===== src/rtl/traffic_lane.sv =====
// One road row of NUM_CARS cars that step together on a level-scaled tick.
// Positions and the frog hit flag are registered; there is no handshake, so consumers sample the outputs at any time.
module traffic_lane #(
  parameter int NUM_CARS    = 3,
  parameter int GRID_W      = 20,
  parameter int X_BITS      = 5,
  parameter int Y_BITS      = 4,
  parameter int LANE_ROW    = 0,
  parameter int SPEED       = 1,
  parameter int DIRECTION   = 1,
  parameter int SPACING     = 7,
  parameter int TICK_PERIOD = 6250000,
  parameter int LEVEL_STEP  = 500000,
  parameter int MIN_PERIOD  = 1250000,
  parameter int TICK_BITS   = 23,
  parameter int LEVEL_BITS  = 3
) (
  input  logic                       i_Clk,
  input  logic                       i_Rst_n,
  input  logic                       i_enable,
  input  logic [LEVEL_BITS-1:0]      i_level,
  input  logic [X_BITS-1:0]          i_frog_x,
  input  logic [Y_BITS-1:0]          i_frog_y,
  output logic [NUM_CARS*X_BITS-1:0] o_cars_x,
  output logic                       o_move_pulse,
  output logic                       o_hit
);

  localparam logic [X_BITS:0]    SPD         = (X_BITS+1)'(SPEED);
  localparam logic [X_BITS:0]    LANE_W      = (X_BITS+1)'(GRID_W + 1);
  localparam logic [X_BITS:0]    LAST_COL    = (X_BITS+1)'(GRID_W);
  localparam logic [31:0]        PERIOD_SPAN = 32'(TICK_PERIOD - MIN_PERIOD);
  localparam logic [TICK_BITS-1:0] MIN_P     = TICK_BITS'(MIN_PERIOD);
  localparam logic [Y_BITS-1:0]  ROW         = Y_BITS'(LANE_ROW);

  if (SPEED < 1 || SPEED > GRID_W) begin : g_bad_speed
    $error("traffic_lane: SPEED must be in 1..GRID_W");
  end
  if (MIN_PERIOD < 1) begin : g_bad_min_period
    $error("traffic_lane: MIN_PERIOD must be at least 1");
  end
  if (64'(TICK_PERIOD) >= (64'd1 << TICK_BITS)) begin : g_bad_tick_bits
    $error("traffic_lane: TICK_PERIOD does not fit in TICK_BITS");
  end

  logic [X_BITS-1:0]    cars_x [NUM_CARS];
  logic [TICK_BITS-1:0] tick_cnt;
  logic [TICK_BITS-1:0] period;
  logic [TICK_BITS-1:0] period_last;
  logic [31:0]          level_dec;
  logic                 step;
  logic                 any_match;

  function automatic logic [X_BITS-1:0] reset_x(input int k);
    return X_BITS'((k * SPACING) % (GRID_W + 1));
  endfunction

  // One extra bit keeps x+SPEED and x+N-SPEED from overflowing before the wrap.
  function automatic logic [X_BITS-1:0] next_x(input logic [X_BITS-1:0] x);
    logic [X_BITS:0] wide;
    logic [X_BITS:0] res;
    wide = {1'b0, x};
    if (DIRECTION == 1) begin
      res = wide + SPD;
      if (res > LAST_COL) res = res - LANE_W;
    end else begin
      if (wide < SPD) res = wide + LANE_W - SPD;
      else            res = wide - SPD;
    end
    return res[X_BITS-1:0];
  endfunction

  always_comb begin
    level_dec = 32'(i_level) * 32'(LEVEL_STEP);
    if (level_dec >= PERIOD_SPAN) period = MIN_P;
    else                          period = TICK_BITS'(32'(TICK_PERIOD) - level_dec);
    period_last = period - TICK_BITS'(1);
    // >= lets a level increase that overshoots the new period fire immediately.
    step = i_enable && (tick_cnt >= period_last);
  end

  always_comb begin
    any_match = 1'b0;
    for (int k = 0; k < NUM_CARS; k++) begin
      if (cars_x[k] == i_frog_x) any_match = 1'b1;
    end
  end

  always_ff @(posedge i_Clk) begin
    if (!i_Rst_n) begin
      tick_cnt     <= '0;
      o_move_pulse <= 1'b0;
      o_hit        <= 1'b0;
      for (int k = 0; k < NUM_CARS; k++) cars_x[k] <= reset_x(k);
    end else begin
      o_hit        <= (i_frog_y == ROW) && any_match;
      o_move_pulse <= step;
      if (step) begin
        tick_cnt <= '0;
        for (int k = 0; k < NUM_CARS; k++) cars_x[k] <= next_x(cars_x[k]);
      end else if (i_enable) begin
        tick_cnt <= tick_cnt + TICK_BITS'(1);
      end
    end
  end

  for (genvar g = 0; g < NUM_CARS; g++) begin : g_pack
    assign o_cars_x[g*X_BITS +: X_BITS] = cars_x[g];
  end

endmodule


===== config.mk =====
export PLATFORM = sky130hd
export DESIGN_NAME = traffic_lane
export DESIGN_NICKNAME = d
export VERILOG_FILES = /design/src/rtl/traffic_lane.sv
export SDC_FILE = /design/constraint.sdc
export NUM_CORES = 1
export LEC_CHECK = 0
export CORE_ASPECT_RATIO = 0.7
export CORE_UTILIZATION = 30
export DETAILED_ROUTE_END_ITERATION = 10
export HOLD_SLACK_MARGIN = 0.03
export PLACE_DENSITY_LB_ADDON = 0.3
export SLEW_MARGIN = 0
export SYNTH_ARGS = -nofsm -noshare
export SYNTH_HDL_FRONTEND = slang
export SYNTH_SLANG_ARGS = --single-unit

===== constraint.sdc =====
create_clock -name i_Clk -period 4.7 [get_ports i_Clk]
set_input_delay 1.175 -clock i_Clk [delete_from_list [all_inputs] [get_ports i_Clk]]
set_output_delay 1.175 -clock i_Clk [all_outputs]
set_load 0.02 [all_outputs]

---- After elaboration in Yosys (flattened, before gate mapping) ----
Memory sizes are Yosys's and may differ from the RTL's.
Index checks and enable logic that the tools add are counted.
cells by class
  $add $sub $neg .......................... 9
  multipliers ............................. 1
  magnitude comparators ................... 4
  equality and inequality tests ........... 3
  mux-type cells .......................... 19
  bitwise gates (word level) .............. 4
  reductions and logical operators ........ 4
operators with widths
  operator                                                               number
  5-bit 2-to-1 mux                                                       12
  23-bit by 1-bit adder with 23-bit output (second input constant)       1
  23-bit greater-or-equal comparator                                     1
  23-bit by 1-bit subtractor with 23-bit output (second input constant)  1
  23-bit by 22-bit subtractor with 23-bit output (first input constant)  1
  5-bit by 1-bit adder with 6-bit output (second input constant)         3
  6-bit by 5-bit > comparator with 1-bit output (second input constant)  3
  3-bit by 14-bit multiplier with 17-bit output (second input constant)  1
  5-bit equality test                                                    3
  5-bit subtractor (second input constant)                               3
  1-bit 2-to-1 mux                                                       7
  4-bit logical NOT                                                      1
  1-bit OR                                                               3
  1-bit logical AND                                                      2
  2-bit OR reduction                                                     1
  1-bit inverter                                                         1
storage, ports and cells
  register bits ........................... 25
  memory bits (writable) .................. 15
  input port bits ......................... 15
  output and inout port bits .............. 17
  memories kept ........................... 1
memories
  memory  words  width  rd ports  clocked after Yosys merged registers in  wr ports  RTL line  text
  cars_x  3      5      3         0                                        3         46        logic [X_BITS-1:0] cars_x [NUM_CARS];

---- Depth between registers and ports, before layout ----
  depth after elaboration ................. 9
  mapped depth ............................ 20
  mapped depth without buffers ............ 19

---- Worst setup path before layout ----
OpenSTA, ideal clock, no wires.
  path kind ............................... input to register
  from .................................... in i_level[0]
  to ...................................... mem cars_x[0][0], enable pin
  arrival time ............................ 4357 ps
  data required time ...................... 4382 ps
  slack ................................... 25 ps
  stages on the path ...................... 14
  buffers on the path ..................... 1
  cell sequence ........................... fa_1 -> inv_1 -> fa_1 -> xor2_1 -> nor3b_1 -> nand2_1 -> nor3_1 -> xor2_1 -> ha_1 -> nand3_1 -> nor3_2 -> o2111ai_2 -> a32oi_4 -> buf_6
RTL lines
  element      RTL line  text
  from (decl)  21        input logic [LEVEL_BITS-1:0] i_level,
  to (decl)    46

==> out/metrics.cfg <==
[outcome]
status=finished, violations left
violations=DRC

[setup_path]
critPathMaxFanout=8
worst-setup-path-type=in -> reg
worstPathRequired_ns=4.71
critPathCaptureType=flip-flop
worst_path_max_delay_cell=fa_2
r2r_setup_slack_ns=2.52
ff2ff_path_depth=10
cp_num_buf_inv=5
worstReg2RegStart=tick_cnt[10]$_SDFFE_PP0P_
crit_family=adder cells
cpPeakStageDelay_ns=0.62
crit_chain=buf_4 > fa_2 > inv_1 > fa_2 > xor2_1 > nor3b_2 > nand2_1 > buf_6 > o31ai_4 > ha_1 > nand3_1 > nor3_4 > o2111ai_2 > a32oi_4 > buf_12 > buf_16
setup.worst_path.start_class=input port
cpMostUsedCell=fa_2
worstReg2RegEnd=tick_cnt[18]$_SDFFE_PP0P_
cp.arrival_ns=4.54

[clock_network]
ctsHoldBuffers=0
clockBufferDepth=2
cts_root_buffer=clkbuf_16
clkSinkCount=40
cts_buffers=5
clkTransAtPathRegs_ns=0.06
cts_tree=built
insertion_delay_ns=0.29
h-tree-depth=2

[timing]
whs_ns=0.547
slew_headroom=0.574
period_share=0.965
setup_tns_ns=0
post-route-min-period_ns=4.53
worst_pin_slew_ns=0.639
fin_skew_ns=0.00801
fmax_mhz=221
rsz0062_at_grt=no
final_max_slew_viol_count=0
setup_viol=0
hold_violations=0
final.setup.worst_slack_ns=0.165

[finish]
postLayoutCellArea_sq_um=4110
drive_gt1_frac=0.218
antenna_cells=0
final_core_util=0.397
layout_common_cells=ha_1 (34), xnor2_1 (32), clkdlybuf4s50_1 (28), xor2_1 (26), nand2_1 (26)
fin_nets=447
final_cells=527
layout_commonest_cell=ha_1
synthToLayoutAreaGrowth_pct=27.9

[power]
p_sw_uw=292
ir_drop_uv=109
power.total_mw=1.00
comb_power_share=0.275
cellLeakagePower_nw=1.56
p_clk_frac=0.327
cell_internal_pwr_uw=710
swShare=0.291
power_density_nw_per_um2=244
power_frac_seq=0.398

[logic_synthesis]
async_flop_share=0
ys_ff_latch=40
synth-compound-area-share=0.111
synth_mux_area_frac=0.0218
synth_cell_types=49
syn_area_sq_um=3210
ys_seq_area_frac=0.296
netlist_instances=341
ys.flop_type=dfxtp_1
synth-simple-area-share=0.214
yosysWarnings=0
synth_top_family_by_area=simple AND/OR/NAND/NOR gates
synth_fp_nets=394
synth_fa_ha_area_frac=0.155
synthXorXnorAreaFrac=0.161
syn_area_per_cell_sq_um=9.42
synth_edf_count=15

[grt]
gr-total-overflow=0
antenna_found_initial=0
grt_max_degree=13
grt_pass1_vias=2355
grt_usage=0.136
grt_pass1_wl_microns=11800

[floorplan]
coreArea_sq_um=10400
rows=31
initial_core_util=0.310
die_area_sq_um=11100
ios=32
die_w_microns=126
dieHeight_microns=88.6

[routing]
first_pass_iters=8
drt.antenna.violating_nets=0
wl_per_cell_microns=13.8
wl_microns=7290
vias=2493
viasPerCell=4.73
drt_iter0_markers=119
route.detailed.drc=3

[worst_hold_path]
worstHoldStart=tick_cnt[22]$_SDFFE_PP0P_
whs_endpoint=tick_cnt[22]$_SDFFE_PP0P_
hold_depth=2
hold_path.class=reg -> reg

[place]
dp_hpwl_microns=5490
dp.cells=515
dpl_cell_area_sq_um=3800
preCtsSetupSlack_ns=-0.764
gp_congestion=0.769
io_buffers=31

[run]
maxCapViolations=0

worst reg2reg max path, stage by stage, from the launching register on:
cell     delay [ns]
dfxtp_1        0.45
ha_1           0.30
a41o_1         0.24
a21oi_1        0.11
o21ai_1        0.09
a21oi_2        0.22
a32oi_4        0.15
buf_12         0.17
buf_16         0.14
buf_12         0.13
nor2_1         0.11
routing by layer:
layer  wire length [microns]  GRT usage  share of wire
met5                       0          0              0
met4                      46     0.0377         0.0063
met3                     419     0.0302          0.057
met2                    3030      0.201           0.42
met1                    3800      0.198           0.52
logic make-up after synthesis:
logic type	Yosys count
AND/OR/NAND/NOR	126
XOR/XNOR	59
AO/OA/AOI/OAI	47
flip-flops	40
adder cells (fa/ha/maj)	38
buffers and inverters	24
multiplexers	7
sequential cells by signal, summed over array words and instances, names as in the netlist:
name / count
o_hit: 1
tick_cnt: 23
o_move_pulse: 1
cars_x: 15
final cells by class:
| class | instances | area (sq um) |
|---|---|---|
| repair buffers | 55 | 579 |
| flip-flops and latches | 40 | 951 |
| multi-input cells | 277 | 2220 |
| clock buffers | 7 | 133 |
| well taps | 132 | 165 |
| clock inverters | 1 | 5.00 |
| inverters | 15 | 58.8 |
| fillers | 994 | 6250 |
worst max path at each step:
stage                    start                          end  slack [ns]  depth (start not counted)
floorplan           i_level[0]   cars_x[0][0]$_SDFFCE_PN0P_        0.02                         14
global placement    i_level[0]  cars_x[0][12]$_SDFFCE_PN1P_       -0.62                         16
detailed placement  i_level[0]   cars_x[0][7]$_SDFFCE_PN1P_       -0.76                         16
CTS                 i_level[2]  cars_x[0][14]$_SDFFCE_PN0P_       0.008                         17
global route        i_level[1]    tick_cnt[18]$_SDFFE_PP0P_      0.0002                         19
finish              i_level[1]   cars_x[0][9]$_SDFFCE_PN0P_        0.17                         16
power by group through the flow:
stage                     logic [mW]  clock network (mW)  registers (mW)
after floorplan                0.152                   0           0.406
after CTS                      0.264               0.341           0.399
final                          0.276               0.327           0.399
after detailed placement       0.246                   0           0.406
after global routing           0.302               0.358           0.402
after global placement         0.242                   0           0.405
timing repair:
item,4_1_cts,5_1_grt
buffers inserted,2,1
endpoints found under the setup margin,54,44
gates cloned,2,0
gates resized for setup,14,20
pin swaps,9,12
cell usage after synthesis (2+ instances only):
| library cell | number | area [sq um] |
|---|---|---|
| o211ai_2 | 2 | 25.0 |
| nand2b_1 | 3 | 18.8 |
| mux2i_1 | 7 | 70.1 |
| or2_2 | 4 | 25.0 |
| a31o_1 | 2 | 17.5 |
| a32oi_1 | 3 | 26.3 |
| o21bai_1 | 2 | 15.0 |
| nor2_2 | 20 | 125 |
| a21oi_1 | 13 | 65.1 |
| nand3_1 | 14 | 70.1 |
| xor2_1 | 26 | 228 |
| nor2_1 | 21 | 78.8 |
| clkbuf_1 | 3 | 11.3 |
| ha_1 | 35 | 438 |
| and3_1 | 7 | 43.8 |
| a21o_1 | 3 | 22.5 |
| fa_1 | 3 | 60.1 |
| nand3_2 | 2 | 20.0 |
| o21ai_0 | 2 | 10.0 |
| nor2b_1 | 9 | 56.3 |
| o21a_1 | 2 | 15.0 |
| o21ai_1 | 4 | 20.0 |
| edfxtp_1 | 15 | 450 |
| xnor2_1 | 33 | 289 |
| nor3_1 | 5 | 25.0 |
| buf_6 | 5 | 56.3 |
| a21oi_2 | 3 | 26.3 |
| dfxtp_1 | 25 | 500 |
| nand4_1 | 6 | 37.5 |
| nor3_2 | 3 | 30.0 |
| a21boi_1 | 3 | 22.5 |
| nand2_1 | 26 | 97.6 |
| inv_1 | 14 | 52.6 |
Note: power is estimated with default switching activity, not from simulation.
